`config.mk`:
```
export PLATFORM = sky130hd
export DESIGN_NAME = mem_port_arbiter
export DESIGN_NICKNAME = d
export VERILOG_FILES = /design/src/rtl/mem_port_arbiter.sv
export SDC_FILE = /design/constraint.sdc
export NUM_CORES = 1
export LEC_CHECK = 0
export BUFFER_PORTS_ARGS = -buffer_cell sky130_fd_sc_hd__buf_4
export CORE_AREA = 4 4 102 104
export CTS_CLUSTER_DIAMETER = 30
export DETAILED_ROUTE_END_ITERATION = 10
export DIE_AREA = 0 0 106 108
export HOLD_SLACK_MARGIN = 0.06
export PLACE_DENSITY = 0.65
export SLEW_MARGIN = 20
export SYNTH_ARGS = -nofsm -noshare
export SYNTH_HDL_FRONTEND = slang
export SYNTH_SLANG_ARGS = --single-unit
```
`constraint.sdc`:
```
create_clock -name clk -period 2.1 [get_ports clk]
set_input_delay 0.21 -clock clk [delete_from_list [all_inputs] [get_ports clk]]
set_output_delay 0.21 -clock clk [all_outputs]
set_load 0.02 [all_outputs]
```
`src/rtl/mem_port_arbiter.sv`:
```
// Round-robin arbiter for the shared 32-bit memory port: instruction fetch (0) vs data access (1).
// Sequences each access IDLE -> BUSY -> RESP and aborts hung accesses after TIMEOUT busy cycles.
//
// state | meaning
// IDLE  | no owner; requests sampled, winner chosen round-robin
// BUSY  | winner drives the memory port, waiting for mem_ready or timeout
// RESP  | done pulse to the winner, gnt still held, memory idle
module mem_port_arbiter #(
    parameter int TIMEOUT = 15
) (
    input  logic        clk,
    input  logic        rst_n,
    input  logic        req0,
    input  logic        req1,
    input  logic [31:0] addr0,
    input  logic [31:0] addr1,
    input  logic [31:0] wdata0,
    input  logic [31:0] wdata1,
    input  logic        we0,
    input  logic        we1,
    output logic        gnt0,
    output logic        gnt1,
    output logic        done0,
    output logic        done1,
    output logic        err,
    output logic [31:0] rdata,
    output logic        sel,
    output logic        mem_valid,
    output logic [31:0] mem_addr,
    output logic [31:0] mem_wdata,
    output logic        mem_we,
    input  logic [31:0] mem_rdata,
    input  logic        mem_ready
);

    typedef enum logic [1:0] {
        IDLE = 2'd0,
        BUSY = 2'd1,
        RESP = 2'd2
    } state_t;

    localparam logic [7:0] COUNT_LAST = 8'(TIMEOUT - 1);

    state_t      state;
    state_t      next_state;
    logic        last;
    logic [7:0]  count;
    logic        winner;
    logic        sel_we;
    logic        timed_out;

    // On a tie the requester that did not win last time gets the port.
    assign winner    = (req0 && req1) ? ~last : req1;
    assign sel_we    = sel ? we1 : we0;
    assign timed_out = (count == COUNT_LAST);

    always_ff @(posedge clk) begin
        if (!rst_n) begin
            state <= IDLE;
        end else begin
            state <= next_state;
        end
    end

    always_comb begin
        next_state = state;
        case (state)
            IDLE:    if (req0 || req1) next_state = BUSY;
            BUSY:    if (mem_ready || timed_out) next_state = RESP;
            RESP:    next_state = IDLE;
            default: next_state = IDLE;
        endcase
    end

    always_ff @(posedge clk) begin
        if (!rst_n) begin
            sel   <= 1'b0;
            last  <= 1'b1;
            count <= 8'd0;
            rdata <= 32'd0;
            err   <= 1'b0;
        end else begin
            case (state)
                IDLE: begin
                    if (req0 || req1) begin
                        sel   <= winner;
                        last  <= winner;
                        count <= 8'd0;
                    end
                end
                BUSY: begin
                    // mem_ready takes priority over an expiring timeout
                    if (mem_ready) begin
                        rdata <= sel_we ? 32'd0 : mem_rdata;
                        err   <= 1'b0;
                    end else if (timed_out) begin
                        rdata <= 32'd0;
                        err   <= 1'b1;
                    end else begin
                        count <= count + 8'd1;
                    end
                end
                default: ;
            endcase
        end
    end

    always_comb begin
        gnt0      = (state != IDLE) && !sel;
        gnt1      = (state != IDLE) &&  sel;
        done0     = (state == RESP) && !sel;
        done1     = (state == RESP) &&  sel;
        mem_valid = (state == BUSY);
    end

    assign mem_addr  = sel ? addr1 : addr0;
    assign mem_wdata = sel ? wdata1 : wdata0;
    assign mem_we    = mem_valid & sel_we;

endmodule

```
# == Word-level counts from Yosys, hierarchy flattened ==
# Index checks and enable logic that the tools add are counted.
# op_classes
add_sub_neg,1
n_eq_ne,7
mux,16
bitwise_logic,2
reduce_logical,16
# op_table
cell,count
two-way mux 32 bit,5
two-way mux 8 bit,3
one-hot mux 8 bit (2 select lines),1
adder 8 x 1 -> 8 bit (second input constant),1
== test 8 x 4 -> 1 bit (second input constant),1
!= test 2 bit (second input constant),3
AND reduction 2 bit,3
nonzero test 2 bit,3
logical AND 1 bit,5
two-way mux 1 bit,4
two-way mux 2 bit,2
one-hot mux 2 bit (2 select lines),1
AND reduction 4 bit,1
== test 2 x 1 -> 1 bit (second input constant),1
== test 2 bit (second input constant),1
logical NOT 2 bit,1
logical OR 1 bit,2
!= test 2 x 1 -> 1 bit (second input constant),1
AND 1 bit,1
logical NOT 1 bit,1
inverter 1 bit,1
# word_totals
register_bits,45
inputBits,167
output_inout_bits,104

# == Longest topological paths before layout ==
# Gate-level depths: netlist (run 1).
# depth
depth_word,4
depth_mapped,7
mapped_depth_nobuf,6

# == Worst setup path before layout (run 1) ==
# OpenSTA, ideal clock, no wires.
# synth_path
kind,reg-to-output
startpoint,register sel
endpoint,output mem_wdata[26]
t_arrival_ns,1.489
required_ns,1.890
setup_slack_ns,0.401
path_stages_with_launch,5
path_buffers,3
path_cell_list,dfxtp_1 > clkbuf_1 > buf_2 > buf_2 > mux2_2
# synth_via
elab_chain_cells,1
# synth_rtl
item,line_no,rtl
start: declaration,27,"output logic sel,"
start signal: assignment,86,sel <= winner;
two-way mux 32 bit,117,assign mem_wdata = sel ? wdata1 : wdata0;
end: declaration,30,"output logic [31:0] mem_wdata,"
# Every way passes these cells.

# == Worst setup path in the final report (run 1) ==
# layout_path
startpoint,register count[0]
endpoint,register rdata[5]
# layout_via
elab_chain_cells,3
# layout_rtl
item,line_no,rtl
start: declaration,47,logic [7:0] count;
start signal: assignment,100,count <= count + 8'd1;
== test 8 x 4 -> 1 bit,55,assign timed_out = (count == COUNT_LAST);
nonzero test 2 bit (no line),n/a,
AND reduction 2 bit (no line),n/a,
end signal: assignment,94,rdata <= sel_we ? 32'd0 : mem_rdata;
end: declaration,26,"output logic [31:0] rdata,"
# Every way passes these cells.
# A chain may end at the register's enable or synchronous reset.

==> results by group, run 1 <==
Run status
  • Status: finished clean

GRT
  • Vias in the first global route: 2909
  • Total Routing Usage GR: 0.178
  • Largest net degree at the start of global routing: 66
  • First-pass GRT wire length: 16100 µm
  • Congestion Overflow GR: 0
  • Initial antenna violation count: 0

Yosys
  • Yosys synthesis warning count: 0
  • Avg Cell Area, Syn: 10.7 µm²
  • Post-synthesis cell type count: 41
  • Seq/Total Area, Yosys: 0.348
  • Flops & latches, synth: 45
  • Post-synthesis cell area: 0.00259 mm²
  • Syn Inst Count: 243
  • Syn nets: 412

Finish
  • Commonest non-fill, non-tap cell in the layout: buf_4
  • Area Growth Syn to Fin: 84.8%
  • Number of diodes: 0
  • FF+latch area: 902 µm²
  • Most frequent cells in the layout: 271 x buf_4, 64 x mux2_2, 44 x dfxtp_1
  • Final instance area: 0.00479 mm²
  • Final Util: 0.502
  • Area of the multi-input gates: 0.00154 mm²
  • Fill cells: 892
  • NumNets Final: 674
  • Share of cells above drive strength 1: 0.713

Pwr
  • Sequential share of power: 0.362
  • PwrDens: 518 mW/mm²
  • Combinational power share: 0.391
  • Int Pwr: 1.70 mW
  • Switch share: 0.314
  • Max VDD drop: 221 µV
  • Clock share of power: 0.247
  • LEAKAGE: 2.30 nW
  • Net switching power: 778 µW

CTS
  • Total CTS buffers: 5
  • Clock Latency Late Sink: 0.30 ns
  • Root Driver: clkbuf_8
  • CTS tree: yes
  • H-tree Lvls: 2
  • Clock Sinks: 45
  • CTS Hold Bufs: 0
  • Post-CTS setup buffer count: 0
  • # resized after CTS: 0
  • CTS Buffer Depth: 2
  • Worst-path clk slew: 0.09 ns

Critical path
  • Kind of critical path: flip-flop to flip-flop
  • CP max-delay cell: a21oi_2
  • Worst path cell trace: inv_1, ha_1, nand4b_1, o21ai_4, a21oi_2, a22o_1
  • Worst Path Required: 2.35 ns
  • CP max stage delay: 0.60 ns
  • Crit path max fanout: 13
  • Crit path launch type: flip-flop
  • Worst R2R Start: count[0]
  • Reg2reg path depth: 6
  • CP endpoint kind: flip-flop
  • Critical path origin: count[0]
  • Critical path arrival: 2.19 ns

Placed design
  • Dpl cell area: 0.00468 mm²
  • Pre-CTS WS: 0.178 ns
  • Routability Congestion: 0.811
  • PortBufs: 270
  • Post-detail-place hpwl: 9360 µm

Min path
  • HP Class: input port to flip-flop
  • Worst hold path startpoint: mem_rdata[1]
  • Hold path cells: 2

Floorplan
  • DIE AREA: 0.0114 mm²
  • I/O Pins: 271
  • Die H: 108 µm
  • Starting density of the core: 0.271
  • Core area: 0.00955 mm²
  • Num rows: 36
  • DIE WIDTH: 106 µm

Route
  • Pre-antenna DRT Iters: 4
  • Antenna-violating nets left: 0
  • Via Count: 2900
  • Wire per inst: 17.9 µm
  • DRT iter0 DRCs: 149
  • Residual DRC count: 0
  • Final wirelength: 11400 µm
  • DR vias/cell: 4.54

Timing
  • Worst-Margin Slew: 0.724 ns
  • Max Freq: 515 MHz
  • Clock skew: 0.00771 ns
  • Setup violators final: 0
  • Part of the cycle the worst path needs: 0.925
  • Setup slack after layout: 0.158 ns
  • Crit path time final: 1.94 ns
  • Pins over their slew limit: 0
  • Slew headroom: 0.512
  • Hold Fails Final Rpt: 0
  • Setup TNS: 0 ns

Job
  • Max-cap violations: 0
[layout make-up]
type	instances	area share
clock buffer	7	0.0201
clock inverter	1	0.00183
inverter	5	0.00392
multi-input combinational	176	0.322
sequential	45	0.188
tap	133	0.0347
timing repair buffer	272	0.429
[layer usage]
metal	vias to the layer above	wire (µm)	global-route usage
met5	-	0	0
met4	0	106	0.0352
met3	9	872	0.0466
met2	141	5370	0.291
met1	1328	5100	0.240
li1	1422	-	-
[worst max-delay path: cells and delay by family (launching register included)]
| kind | cells | cell delay [ns] |
|---|---|---|
| AND/OR/NAND/NOR | 1 | 0.27 |
| flip-flops | 1 | 0.39 |
| adder cells (fa/ha/maj) | 1 | 0.20 |
| AO/OA/AOI/OAI | 3 | 0.95 |
| buffers and inverters | 1 | 0.09 |
[through the flow]
stage	hold slack, ns	power [mW]	cells
after floorplan	0.307	1.39	243
after global placement	0.426	1.88	630
after detailed placement	0.431	1.89	630
after CTS	0.114	2.50	638
after global routing	0.115	2.58	639
final	0.122	2.48	639
[kinds of logic (layout without fill, tap and decap cells)]
kind of cell,count (synthesis),after routing,synth area share
compound gates,51,52,0.168
fa+ha+maj,2,2,0.00966
buf+inv,23,285,0.0604
flops,45,45,0.348
mux,72,72,0.309
simple gates,50,50,0.106
[power groups by stage]
stage | registers, mW | clock network (mW) | logic [mW]
2_1_floorplan | 0.933 | 0 | 0.453
3_3_place_gp | 0.917 | 0 | 0.962
3_5_place_dp | 0.917 | 0 | 0.971
4_1_cts | 0.897 | 0.627 | 0.975
5_1_grt | 0.902 | 0.659 | 1.02
6_report | 0.897 | 0.612 | 0.970
[state kept, by name (all words and copies together), names as in the netlist]
register / cells
rdata: 32
last: 1
sel: 1
count: 8
err: 1
state: 2
[path summary, 6_finish.rpt]
kind	endpoint	slack (ns)
worst max-delay path	rdata[5]	0.16
worst min-delay path	rdata[1]	0.12
worst max register to register	rdata[5]	0.16
worst min register to register	rdata[31]	0.47
[Yosys cell counts (all sizes together)]
cell	number	area share
a211oi	1	0.0029
a21oi	6	0.016
a22o	26	0.091
a31oi	6	0.014
a32oi	2	0.0068
and2	1	0.0029
and2b	1	0.0029
and3	6	0.015
and3b	2	0.0068
and4	1	0.0039
buf	15	0.049
clkbuf	3	0.0043
dfxtp	45	0.35
ha	2	0.0097
inv	5	0.0072
mux2	64	0.28
mux2i	8	0.031
nand2	20	0.029
nand3	3	0.011
nand3b	1	0.0029
nand4	1	0.0024
nand4b	1	0.0034
nor2	8	0.012
nor2b	2	0.0048
nor3b	1	0.0029
o211a	1	0.0039
o211ai	2	0.011
o21a	2	0.0058
o21ai	3	0.010
o22ai	1	0.0024
o2bb2ai	1	0.0034
or2	1	0.0024
or3	1	0.0043
(Power assumes the default switching activity.)
==> inputs of run 2 (changes only) <==
Settings changed: CORE_AREA 4 4 102 104 to 2 2 106 108, DIE_AREA 0 0 106 108 to 0 0 108 110, MAX_ROUTING_LAYER from default to met4, PLACE_DENSITY 0.65 to default.
==> results by group, run 2 (same netlist as run 1, synthesis figures left out) <==
GRT
  • Total Routing Usage GR: 0.148 (-0.0304)
  • Initial antenna violation count: 0 (unchanged)
  • GR Util met2: 0.257 (-0.0340)
  • Vias in the first global route: 2763 (-5.0%)
  • Most Crowded Layer GR: met2
  • First-pass GRT wire length: 13600 µm (-16%)
  • GR met3 Demand/Resource: 0.0323 (-0.0142)
  • Met1 GRT Util: 0.185 (-0.0559)
  • Largest net degree at the start of global routing: 61 (-7.6%)
  • Congestion Overflow GR: 0 (unchanged)

Finish
  • Biggest regs: rdata x32, count x8, state x2
  • Most frequent cells in the layout: 271 x buf_4, 64 x mux2_2, 44 x dfxtp_1
  • Number of diodes: 0 (unchanged)
  • Commonest non-fill, non-tap cell in the layout: buf_4
  • Final Instance Count excl. Fillers: 645 (+0.94%)
  • Share of cells above drive strength 1: 0.711 (-0.00255)
  • Max reg flops: 32 (unchanged)
  • NumNets Final: 673 (-0.15%)
  • Fill cells: 1035 (+16%)
  • Top reg by flops: rdata
  • Final instance area: 0.00480 mm² (+0.13%)
  • Area Growth Syn to Fin: 85.1%

Min path
  • Worst hold path endpoint: err
  • Worst hold path startpoint: mem_ready
  • HP Class: input port to flip-flop
  • Hold path cells: 2 (unchanged)

Placed design
  • Routability Congestion: 0.813 (+0.21%)
  • Dpl cell area: 0.00468 mm² (+0.19%)
  • Cell Count Post-Placement: 637 (+1.1%)
  • PortBufs: 270 (unchanged)
  • Post-detail-place hpwl: 8290 µm (-11%)

CTS
  • Clock Latency Late Sink: 0.29 ns (about the same)
  • Worst-path clk slew: 0.09 ns (about the same)
  • Root Driver: clkbuf_8
  • Post-CTS setup buffer count: 0 (unchanged)
  • Total CTS buffers: 5 (unchanged)
  • CTS tree: yes
  • CTS Hold Bufs: 0 (unchanged)
  • # resized after CTS: 0 (unchanged)
  • Clock Sinks: 45 (unchanged)
  • H-tree Lvls: 2 (unchanged)
  • CTS Buffer Depth: 2 (unchanged)

Timing
  • RSZ-0062 raised after global routing: no
  • Pins over their slew limit: 0 (unchanged)
  • Crit path time final: 1.95 ns (+0.00981 ns)
  • Setup TNS: 0 ns (unchanged)
  • Max Freq: 512 MHz (-0.50%)
  • Worst-Margin Slew: 0.726 ns (+0.00197 ns)
  • Setup violators final: 0 (unchanged)
  • Hold Fails Final Rpt: 0 (unchanged)
  • Clock skew: 0.00872 ns (+0.00101 ns)
  • Part of the cycle the worst path needs: 0.929 (+0.00467)
  • Slew headroom: 0.511 (-0.00133)

Job
  • Max-cap violations: 0 (unchanged)

Floorplan
  • Num rows: 38 (+5.6%)
  • DIE WIDTH: 108 µm (+1.9%)
  • Starting density of the core: 0.242 (-0.0291)
  • Die H: 110 µm (+1.9%)
  • I/O Pins: 271 (unchanged)
  • Core area: 0.0107 mm² (+12%)
  • DIE AREA: 0.0119 mm² (+3.8%)

Critical path
  • Crit path max fanout: 26 (+13)
  • FF-to-FF End: rdata[25]
  • Kind of critical path: flip-flop to flip-flop
  • Critical path arrival: 2.19 ns (about the same)
  • CP endpoint kind: flip-flop
  • Worst Path Required: 2.33 ns (-0.02 ns)
  • Worst R2R Start: count[0]
  • FF-to-FF setup slack: 0.15 ns (about the same)
  • Crit path launch type: flip-flop
  • Reg2reg path depth: 6 (unchanged)

Route
  • DRT iter0 DRCs: 171 (+15%)
  • Residual DRC count: 0 (unchanged)
  • DR vias/cell: 4.44 (-2.2%)
  • Via Count: 2863 (-1.3%)
  • Wire per inst: 15.5 µm (-14%)
  • Antenna-violating nets left: 0 (unchanged)
  • Pre-antenna DRT Iters: 4 (unchanged)
  • Final wirelength: 9990 µm (-13%)

Pwr
  • Overall Power: 2.49 mW (+0.29%)
  • LEAKAGE: 2.30 nW (about the same)
  • PwrDens: 518 mW/mm² (+0.16%)
  • Max VDD drop: 259 µV (+17%)

Run status
  • Status: finished clean
-- run 2: cell count changes in the layout (fill, tap and decap cells not counted), sizes merged --
| cell | previous run | this run |
|---|---|---|
| a21oi | 7 | 6 |
| bufinv | 0 | 1 |
| clkbuf | 7 | 6 |
| clkinv | 0 | 1 |
| inv | 6 | 5 |
-- run 2: worst max path at each step --
stage          startpoint       endpoint  slack (ns)  cells past startpoint
3_3_place_gp     count[0]      rdata[30]        0.27                      6
4_1_cts               sel   mem_addr[14]        0.16                      3
3_5_place_dp     count[0]      rdata[25]        0.19                      6
2_1_floorplan         sel  mem_wdata[26]        0.40                      4
5_1_grt          count[0]       rdata[0]        0.02                      6
6_report         count[0]      rdata[25]        0.15                      6
-- run 2: layout make-up --
| type | instances | area [µm²] | share of cell area |
|---|---|---|---|
| timing repair buffer | 272 | 2050 | 0.428 |
| tap | 140 | 175 | 0.0365 |
| clock inverter | 2 | 38.8 | 0.00809 |
| inverter | 5 | 18.8 | 0.00391 |
| sequential | 45 | 902 | 0.188 |
| clock buffer | 6 | 72.6 | 0.0151 |
| multi-input combinational | 175 | 1530 | 0.320 |
-- run 2: per-layer routing --
layer	wire length (µm)	up-vias
li1	-	1422
met1	4060	1307
met2	5110	132
met3	805	2
met4	10	0
met5	0	-
-- run 2: per-stage QoR --
step,utilization,setup slack [ns],hold slack [ns]
final,0.448,0.148,0.121
after global routing,0.448,0.0161,0.114
after CTS,0.448,0.155,0.115
after detailed placement,0.438,0.189,0.428
after global placement,0.438,0.266,0.427
after floorplan,-,0.401,0.307
-- run 2: where the power goes --
group,switching [mW],total [mW],internal [mW],leakage (nW)
sequential,0.0225,0.900,0.877,0.365
combinational,0.420,0.938,0.518,1.88
clock,0.291,0.648,0.357,0.0554
-- run 2: worst max-delay path, stage by stage (launching register included) --
cell,delay (ns)
dfxtp_1,0.40
inv_1,0.09
ha_1,0.20
nand4b_1,0.27
o21ai_4,0.11
a21oi_4,0.57
a22o_2,0.25
